### src/rtl/ones_count_pkg.sv
// Shared types and default sizing for the ones-count arbiter slice.
// Used by the interface, the serial core and the arbiter top.
package ones_count_pkg;

    localparam int unsigned NREQ_DEF  = 4;
    localparam int unsigned WIDTH_DEF = 8;

    typedef enum logic [1:0] {
        IDLE  = 2'd0,
        COUNT = 2'd1,
        RESP  = 2'd2
    } state_t;

endpackage : ones_count_pkg

### src/rtl/ones_count_arb_if.sv
// Requester/response bundle between the register-side clients and ones_count_arb.
// The slave modport is the arbiter's view; the master modport is the clients' view.
interface ones_count_arb_if
    import ones_count_pkg::*;
#(
    parameter int unsigned NREQ  = NREQ_DEF,
    parameter int unsigned WIDTH = WIDTH_DEF
);

    localparam int unsigned CW  = $clog2(WIDTH + 1);
    localparam int unsigned IDW = $clog2(NREQ);

    logic [NREQ-1:0]       req_valid;
    logic [NREQ*WIDTH-1:0] req_data;
    logic [NREQ-1:0]       req_ready;
    logic                  rsp_valid;
    logic [IDW-1:0]        rsp_id;
    logic [CW-1:0]         rsp_count;
    logic                  rsp_ready;
    logic                  busy;

    modport master (
        output req_valid,
        output req_data,
        output rsp_ready,
        input  req_ready,
        input  rsp_valid,
        input  rsp_id,
        input  rsp_count,
        input  busy
    );

    modport slave (
        input  req_valid,
        input  req_data,
        input  rsp_ready,
        output req_ready,
        output rsp_valid,
        output rsp_id,
        output rsp_count,
        output busy
    );

endinterface : ones_count_arb_if

### src/rtl/ones_count_core.sv
// Bit-serial population counter: load captures a word, each enabled cycle
// consumes one LSB, done rises once all WIDTH bits have been consumed.
module ones_count_core
    import ones_count_pkg::*;
#(
    parameter int unsigned WIDTH = WIDTH_DEF
) (
    input  logic                          clk,
    input  logic                          reset,
    input  logic                          load,
    input  logic                          en,
    input  logic [WIDTH-1:0]              load_data,
    output logic [$clog2(WIDTH+1)-1:0]    acc,
    output logic                          done
);

    localparam int unsigned CW = $clog2(WIDTH + 1);

    logic [WIDTH-1:0] sh_q, sh_d;
    logic [CW-1:0]    acc_q, acc_d;
    logic [CW-1:0]    bitcnt_q, bitcnt_d;
    logic             done_q, done_d;

    // Shift/accumulate step; shifting stops on its own once done is reached.
    always_comb begin
        sh_d     = sh_q;
        acc_d    = acc_q;
        bitcnt_d = bitcnt_q;
        if (load) begin
            sh_d     = load_data;
            acc_d    = '0;
            bitcnt_d = '0;
        end else if (en && !done_q) begin
            acc_d    = acc_q + CW'(sh_q[0]);
            sh_d     = sh_q >> 1;
            bitcnt_d = bitcnt_q + CW'(1);
        end
        done_d = (bitcnt_d == CW'(WIDTH));
    end

    always_ff @(posedge clk or negedge reset) begin
        if (!reset) begin
            sh_q     <= '0;
            acc_q    <= '0;
            bitcnt_q <= '0;
            done_q   <= 1'b0;
        end else begin
            sh_q     <= sh_d;
            acc_q    <= acc_d;
            bitcnt_q <= bitcnt_d;
            done_q   <= done_d;
        end
    end

    assign acc  = acc_q;
    assign done = done_q;

endmodule : ones_count_core

### src/rtl/ones_count_arb.sv
// Round-robin arbiter sharing one serial ones-count core among NREQ requesters;
// returns each popcount tagged with the requester ID over a valid/ready channel.
module ones_count_arb
    import ones_count_pkg::*;
#(
    parameter int unsigned NREQ  = NREQ_DEF,
    parameter int unsigned WIDTH = WIDTH_DEF
) (
    input  logic             clk,
    input  logic             reset,
    ones_count_arb_if.slave  bus
);

    localparam int unsigned CW  = $clog2(WIDTH + 1);
    localparam int unsigned IDW = $clog2(NREQ);

    state_t           state_q, state_d;
    logic [IDW-1:0]   ptr_q, ptr_d;
    logic [IDW-1:0]   id_q, id_d;
    logic [IDW-1:0]   rsp_id_q, rsp_id_d;
    logic [CW-1:0]    rsp_count_q, rsp_count_d;
    logic             rsp_valid_q, rsp_valid_d;
    logic             busy_q, busy_d;

    logic             any_req_c;
    logic [IDW-1:0]   pick_c;
    logic [IDW-1:0]   cand_c;
    logic [WIDTH-1:0] pick_data_c;
    logic [NREQ-1:0]  req_ready_c;
    logic             core_load_c;
    logic             core_en_c;
    logic [CW-1:0]    core_acc;
    logic             core_done;

    // First valid requester searching upward from ptr+1, wrapping at NREQ.
    always_comb begin
        any_req_c = 1'b0;
        pick_c    = '0;
        cand_c    = '0;
        for (int unsigned k = 1; k <= NREQ; k++) begin
            cand_c = IDW'((32'(ptr_q) + k) % NREQ);
            if (!any_req_c && bus.req_valid[cand_c]) begin
                any_req_c = 1'b1;
                pick_c    = cand_c;
            end
        end
    end

    always_comb begin
        pick_data_c = '0;
        for (int unsigned i = 0; i < NREQ; i++) begin
            if (pick_c == IDW'(i)) begin
                pick_data_c = bus.req_data[i*WIDTH +: WIDTH];
            end
        end
    end

    always_ff @(posedge clk or negedge reset) begin
        if (!reset) begin
            state_q <= IDLE;
        end else begin
            state_q <= state_d;
        end
    end

    always_comb begin
        state_d = state_q;
        case (state_q)
            IDLE:    if (any_req_c)                     state_d = COUNT;
            COUNT:   if (core_done)                     state_d = RESP;
            RESP:    if (rsp_valid_q && bus.rsp_ready)  state_d = IDLE;
            default:                                    state_d = IDLE;
        endcase
    end

    // Grant, core control and response-register updates.
    always_comb begin
        ptr_d       = ptr_q;
        id_d        = id_q;
        rsp_id_d    = rsp_id_q;
        rsp_count_d = rsp_count_q;
        rsp_valid_d = rsp_valid_q;
        busy_d      = busy_q;
        core_load_c = 1'b0;
        core_en_c   = 1'b0;
        req_ready_c = '0;
        case (state_q)
            IDLE: begin
                if (any_req_c) begin
                    req_ready_c[pick_c] = 1'b1;
                    core_load_c         = 1'b1;
                    ptr_d               = pick_c;
                    id_d                = pick_c;
                    busy_d              = 1'b1;
                end
            end
            COUNT: begin
                core_en_c = 1'b1;
                if (core_done) begin
                    rsp_count_d = core_acc;
                    rsp_id_d    = id_q;
                    rsp_valid_d = 1'b1;
                end
            end
            RESP: begin
                if (rsp_valid_q && bus.rsp_ready) begin
                    rsp_valid_d = 1'b0;
                    busy_d      = 1'b0;
                end
            end
            default: begin
                rsp_valid_d = 1'b0;
                busy_d      = 1'b0;
            end
        endcase
    end

    always_ff @(posedge clk or negedge reset) begin
        if (!reset) begin
            ptr_q       <= IDW'(NREQ - 1);
            id_q        <= '0;
            rsp_id_q    <= '0;
            rsp_count_q <= '0;
            rsp_valid_q <= 1'b0;
            busy_q      <= 1'b0;
        end else begin
            ptr_q       <= ptr_d;
            id_q        <= id_d;
            rsp_id_q    <= rsp_id_d;
            rsp_count_q <= rsp_count_d;
            rsp_valid_q <= rsp_valid_d;
            busy_q      <= busy_d;
        end
    end

    ones_count_core #(
        .WIDTH (WIDTH)
    ) u_core (
        .clk       (clk),
        .reset     (reset),
        .load      (core_load_c),
        .en        (core_en_c),
        .load_data (pick_data_c),
        .acc       (core_acc),
        .done      (core_done)
    );

    // The grant is combinational, so hold it off while reset is asserted.
    assign bus.req_ready = req_ready_c & {NREQ{reset}};
    assign bus.rsp_valid = rsp_valid_q;
    assign bus.rsp_id    = rsp_id_q;
    assign bus.rsp_count = rsp_count_q;
    assign bus.busy      = busy_q;

endmodule : ones_count_arb

### src/flat_wrapper.sv
// flat-port wrapper written by rule: the top's interface ports become plain ports
module ones_count_arb_flat import ones_count_pkg::*;
#(
    parameter int unsigned NREQ  = NREQ_DEF,
    parameter int unsigned WIDTH = WIDTH_DEF
)
  (clk, reset, bus_req_valid, bus_req_data, bus_rsp_ready, bus_req_ready, bus_rsp_valid, bus_rsp_id, bus_rsp_count, bus_busy);
  ones_count_arb_if #(.NREQ(NREQ), .WIDTH(WIDTH)) bus_i ();
  input  logic clk;
  input  logic reset;
  input wire logic [$bits(bus_i.req_valid)-1:0] bus_req_valid;
  input wire logic [$bits(bus_i.req_data)-1:0] bus_req_data;
  input wire logic [$bits(bus_i.rsp_ready)-1:0] bus_rsp_ready;
  output wire logic [$bits(bus_i.req_ready)-1:0] bus_req_ready;
  output wire logic [$bits(bus_i.rsp_valid)-1:0] bus_rsp_valid;
  output wire logic [$bits(bus_i.rsp_id)-1:0] bus_rsp_id;
  output wire logic [$bits(bus_i.rsp_count)-1:0] bus_rsp_count;
  output wire logic [$bits(bus_i.busy)-1:0] bus_busy;
  assign bus_i.req_valid = bus_req_valid;
  assign bus_i.req_data = bus_req_data;
  assign bus_i.rsp_ready = bus_rsp_ready;
  assign bus_req_ready = bus_i.req_ready;
  assign bus_rsp_valid = bus_i.rsp_valid;
  assign bus_rsp_id = bus_i.rsp_id;
  assign bus_rsp_count = bus_i.rsp_count;
  assign bus_busy = bus_i.busy;
  ones_count_arb #(.NREQ(NREQ), .WIDTH(WIDTH)) u_core (.clk(clk), .reset(reset), .bus(bus_i));
endmodule
### config.mk
export PLATFORM = sky130hd
export DESIGN_NAME = ones_count_arb_flat
export DESIGN_NICKNAME = d
export VERILOG_FILES = /design/src/rtl/ones_count_pkg.sv /design/src/rtl/ones_count_arb_if.sv /design/src/rtl/ones_count_core.sv /design/src/rtl/ones_count_arb.sv /design/src/flat_wrapper.sv
export SDC_FILE = /design/constraint.sdc
export NUM_CORES = 1
export LEC_CHECK = 0
export ABC_AREA = 1
export CAP_MARGIN = 20
export CORE_ASPECT_RATIO = 1.75
export CORE_UTILIZATION = 41
export CTS_BUF_LIST = sky130_fd_sc_hd__clkbuf_16
export DETAILED_ROUTE_END_ITERATION = 10
export PLACE_DENSITY = 0.74
export SYNTH_ARGS = -nofsm -noshare
export SYNTH_HDL_FRONTEND = slang
export SYNTH_HIERARCHICAL = 1
export SYNTH_SLANG_ARGS = --single-unit
### constraint.sdc
create_clock -name clk -period 4 [get_ports clk]
set_clock_uncertainty 0.2 [all_clocks]
set_input_delay 0.8 -clock clk [delete_from_list [all_inputs] [get_ports clk]]
set_output_delay 0.8 -clock clk [all_outputs]
set_load 0.02 [all_outputs]
**Yosys cells after proc, flatten, opt, wreduce, memory -nomap -nowiden**

Cells that the tools add are included.

- ROM bits: 0
- Bits in writable memories: 0
- Output and inout port bits: 12
- Logic and storage cells: 95
- Bits in registers: 31
- Memories kept: 0
- Latch bits: 0

- Add/sub/neg operators: 6
- Mux-type cells: 42
- $lt $le $gt $ge: 6
- Equal/unequal tests: 9
- Bitwise operators: 3
- Reductions and logical operators: 18
- $mul: 0
- Shifts and indexed selects: 0
- Div/mod/pow operators: 0

Operators with widths:

| kind | count |
|---|---|
| two-way mux 8 bit | 6 |
| two-way mux 4 bit | 6 |
| less-than comparator 2 x 3 -> 1 bit (second input constant) | 5 |
| two-way mux 1 bit | 15 |
| two-way mux 2 bit | 7 |
| AND reduction 3 bit | 3 |
| binary-select mux 1 bit (select 2 bit) | 4 |
| equality test 2 bit (second input constant) | 3 |
| logical AND 1 bit | 6 |
| case mux 1 bit (3 select lines) | 2 |
| case mux 2 bit (3 select lines) | 1 |
| adder 2 x 1 -> 2 bit (second input constant) | 2 |
| adder 2 bit (second input constant) | 2 |
| adder 4 x 1 -> 4 bit | 1 |
| adder 4 x 1 -> 4 bit (second input constant) | 1 |
| AND 4 bit | 1 |
| equality test 2 x 1 -> 1 bit (second input constant) | 2 |
| equality test 4 bit (second input constant) | 1 |
| zero test 1 bit | 4 |
| zero test 2 bit | 2 |
| != test 2 x 1 -> 1 bit (second input constant) | 2 |
| AND reduction 2 bit | 2 |
| demux 1 bit (select 2 bit) | 1 |
| greater-or-equal comparator 2 x 1 -> 1 bit (second input constant) | 1 |
| other kinds (3) | 4 |

**Logic depth before layout (Yosys ltp)**

- Word-level depth: 20
- Mapped depth: 16
- Gate-level depth less buffers: 14

**Cells and area by module**

The synthesis kept the hierarchy.

By module, submodules not included:

| module | sequential area each (um^2) | cells each | area an instance (um^2) | instances |
|---|---|---|---|---|
| ones_count_arb | 352.8 | 157 | 1242.4 | 1 |
| ones_count_core | 425.4 | 100 | 834.6 | 1 |

**Worst setup path after synthesis**

Ideal clock, no wire load.

- Path kind: input-to-output
- From: in bus_req_valid[2]
- To: out bus_req_ready[0]
- Cell stages on the path: 11
- Path slack: 0.879 ns
- Buffers on the path: 1
- Arrival time: 2.121 ns
- Path through: nand2_1 nand2_4 nand2_4 nand2_4 nor2_1 nor2_2 nand2_4 nand2_4 buf_8 inv_1 nor3_1

- Word-level cells in the longest chain between the ends: 19
- Elaborated cells between the ends (all ways): 30
- Those cells by class: 2 x order compare; 20 x mux; 1 x bitwise; 7 x reduce/logical

RTL lines:

| what | line | RTL |
|---|---|---|
| start: declaration | flat_wrapper.sv:11 | `input wire logic [$bits(bus_i.req_valid)-1:0] bus_req_valid;` |
| binary-select mux 1 bit (select 2 bit) | ones_count_arb.sv:42 | `if (!any_req_c && bus.req_valid[cand_c]) begin` |
| two-way mux 1 bit (implied by the code) | ones_count_arb.sv:42 |  |
| two-way mux 1 bit | ones_count_arb.sv:42 |  |
| zero test 1 bit | ones_count_arb.sv:42 |  |
| logical AND 1 bit | ones_count_arb.sv:42 |  |
| two-way mux 1 bit | ones_count_arb.sv:42 |  |
| zero test 1 bit | ones_count_arb.sv:42 |  |
| logical AND 1 bit | ones_count_arb.sv:42 |  |
| [3 not listed] | - |  |
| two-way mux 2 bit | ones_count_arb.sv:42 |  |
| less-than comparator 2 x 3 -> 1 bit (implied by the code) / greater-or-equal comparator 2 x 1 -> 1 bit (equally long branches) | ones_count_arb.sv:90 | `req_ready_c[pick_c] = 1'b1;` |
| logical AND 1 bit (implied by the code) | ones_count_arb.sv:90 |  |
| two-way mux 1 bit (implied by the code) | ones_count_arb.sv:90 |  |
| demux 1 bit (select 2 bit) | - |  |
| two-way mux 4 bit * | ones_count_arb.sv:89 | `if (any_req_c) begin` |
| two-way mux 4 bit * | ones_count_arb.sv:87 | `case (state_q)` |
| AND 4 bit * | ones_count_arb.sv:149 | `assign bus.req_ready = req_ready_c & {NREQ{reset}};` |
| end: declaration | flat_wrapper.sv:14 | `output wire logic [$bits(bus_i.req_ready)-1:0] bus_req_ready;` |

Every way passes the cells marked *; elsewhere a longest branch is shown, timed or not. The select of a mux whose other input is x is not followed.

**Final worst setup path**

- From: in bus_req_valid[2]
- To: out bus_req_ready[3]

Same word-level chain as after synthesis.

==> results.cfg <==
[synthesis]
yosysSeqAreaShare_pct = 37.5
synth_cell_types = 32
syn_avg_cell_area_um2 = 8.08
ys_warn_count = 6
synthCells = 257
syn_nets = 299
synth.cell_area_um2 = 2080
synth-seq-cells = 31

[pwr]
p_switching_mw = 1.16
combPwrFrac_pct = 62.6
powerDensity_nw_per_um2 = 862
p_sw_share_pct = 48.9
cellLeakagePower_nw = 1.34
intPower_mw = 1.21
seq_power_share_pct = 22.7
clkPwrFrac_pct = 14.6
finalPower_mw = 2.36
irDropWorstVdd_mv = 1.10

[global_routing]
grt_overflow = 0
grt_max_degree = 32
antenna_found_initial = 0
grt_pass1_vias = 1737
track_usage_pct = 17.1
grt_pass1_wl_um = 7300

[placed_design]
dp.cells = 356
pre_cts_ws_ns = 0.0804
finalWeightedCongestion = 0.812
io_buffers = 50
post-dp-hpwl_um = 3430

[worst_setup_path]
critPathMaxStageDelay_ns = 0.62
crit_arrival_ns = 2.88
worstPathMaxFanout = 4
r2r_slack_ns = 1.16
criticalPathCategory = input port to output pin
crit_slowest_cell = clkdlybuf4s50_1
crit_path_cell_trace = clkdlybuf4s50_1, nand2_1, nand2_4, nand2_1, nand2_2, inv_2, nand4_1, nand2_1, inv_2, nand2_2, nor3_2, clkdlybuf4s50_1
critPathMostFrequentCell = nand2_1
required_ns = 3.00
start_kind = input port
setup.worst_path.end_class = output pin

[final_layout]
antenna_cells_inserted = 0
nets = 353
area_delta_synth_final_pct = 32.0
nFillCells = 447
fin_cells = 364
post-route-util_pct = 57.3
layout_commonest_cell = nand2_1
final_cell_mix = nand2_1, clkdlybuf4s50_1, nand3_1
drive_gt1_share_pct = 19.2

[clock_network]
tritoncts = built
cts_sinks = 31
numCtsBuffers = 5
clk_latency_ns = 0.27
ctsHoldBuffers = 0
cts_buffer_depth = 2
cts_root_buf = clkbuf_16
clkTransAtPathRegs_ns = 0.05
postCtsSetupRepairBufs = 0
cts-resized-gates = 0
htreeDepth = 2

[sta]
finalSetupViolations = 0
tightestPinTransition_ns = 0.598
finalHoldViolations = 0
slew_violations = 0
period_needed_ns = 3.88
layout_setup_ws_ns = 0.120
period_share_pct = 97.0
slew_headroom_pct = 60.1
max_freq_mhz = 258

[run]
maxCapViolations = 0

[route]
vias = 1902
remaining_drc_errors = 0
ant_nets = 0
drtPass1Iterations = 4
wirelength_um = 4480
vias_per_cell = 5.23
wl_per_cell_um = 12.3
dr.first_iter.drc_count = 27

[run_status]
outcome = finished clean

[floorplanning]
die_w_um = 55.8
num_rows = 33
io-pin-count = 51
die_area_um2 = 5370
initial_utilization_pct = 43.4
core_region_area_um2 = 4790
die_y_um = 96.2

[worst_hold_path]
min_path_type = flop to flop
[cell type report]
class	instances	area [um^2]	share of cell area, %
timing repair buffer	56	553	20.2
sequential	31	778	28.4
inverter	25	101	3.70
clock buffer	5	125	4.56
clock inverter	3	11.3	0.411
multi-input combinational	192	1110	40.4
tap	52	65.1	2.37
[stage by stage]
| stage | TNS [ns] | instance area [um^2] | hold WS (ns) |
|---|---|---|---|
| floorplan | 0 | 2080 | 0.235 |
| global placement | 0 | 2600 | 0.250 |
| detailed placement | 0 | 2600 | 0.262 |
| CTS | 0 | 2740 | 0.270 |
| global route | -0.00112 | 2740 | 0.318 |
| finish | 0 | 2740 | 0.269 |
[Yosys cell counts (all sizes together)]
library cell,n,area (um^2)
a21oi,5,28.8
buf,7,81.3
clkbuf,2,7.51
dfrtp,29,726
dfstp,2,52.6
ha,3,37.5
inv,25,101
mux2,4,45.0
nand2,78,375
nand3,52,318
nand3b,1,7.51
nand4,19,119
nor2,13,80.1
nor3,4,30.0
o211ai,1,7.51
o21ai,12,60.1
[cells by family (layout without fill, tap and decap cells)]
family / after synthesis / after routing / share of synthesized area [%]
AO/OA/AOI/OAI: 18 / 18 / 4.64
adder cells (fa/ha/maj): 3 / 3 / 1.81
buffers and inverters: 34 / 89 / 9.16
flip-flops: 31 / 31 / 37.5
multiplexers: 4 / 4 / 2.17
AND/OR/NAND/NOR: 167 / 167 / 44.8
[path summary, 6_finish.rpt]
path	startpoint	cells past startpoint	endpoint
worst min register to register	u_core/u_core/acc[3]$_DFFE_PN0P_	1	u_core/u_core/acc[3]$_DFFE_PN0P_
worst max-delay path	bus_req_valid[2]	12	bus_req_ready[3]
worst max register to register	u_core/ptr_q[0]$_DFFE_PN1P_	14	u_core/u_core/done$_DFF_PN0_
max in group asynchronous	reset	2	u_core/ptr_q[0]$_DFFE_PN1P_
min in group asynchronous	reset	2	u_core/state_q[0]$_DFFE_PN0P_
worst min-delay path	u_core/u_core/acc[3]$_DFFE_PN0P_	1	u_core/u_core/acc[3]$_DFFE_PN0P_
[power groups by stage]
stage          sequential (mW)  clock (mW)  combinational [mW]
2_1_floorplan            0.547           0                1.22
3_3_place_gp             0.539           0                1.45
3_5_place_dp             0.543           0                1.48
4_1_cts                  0.539       0.354                1.48
5_1_grt                  0.554       0.363                1.66
6_report                 0.537       0.346                1.48
[registers in the layout, summed over array words and instances (netlist names), 2 cells and up]
register	count
u_core/bus.rsp_count	4
u_core/u_core/acc	4
u_core/id_q	2
u_core/ptr_q	2
u_core/u_core/bitcnt_q	4
u_core/bus.rsp_id	2
u_core/state_q	2
u_core/u_core/sh_q	8
[metal layers]
layer  vias up  share of wire [%]  wire, um  track usage [%]
met2        48                 54      2420             32.2
met4         0                1.9        87             7.50
met3         5                3.3       148             2.55
li1        974                  -         -                -
met1       875                 41      1820             18.7
met5         -                  0         0                0
[worst max-delay path: cells and delay by family]
kind	cells	cell delay (ns)
AND/OR/NAND/NOR	8	0.79
buffers and inverters	4	1.29
No activity file was read; power rests on OpenSTA's default activity.
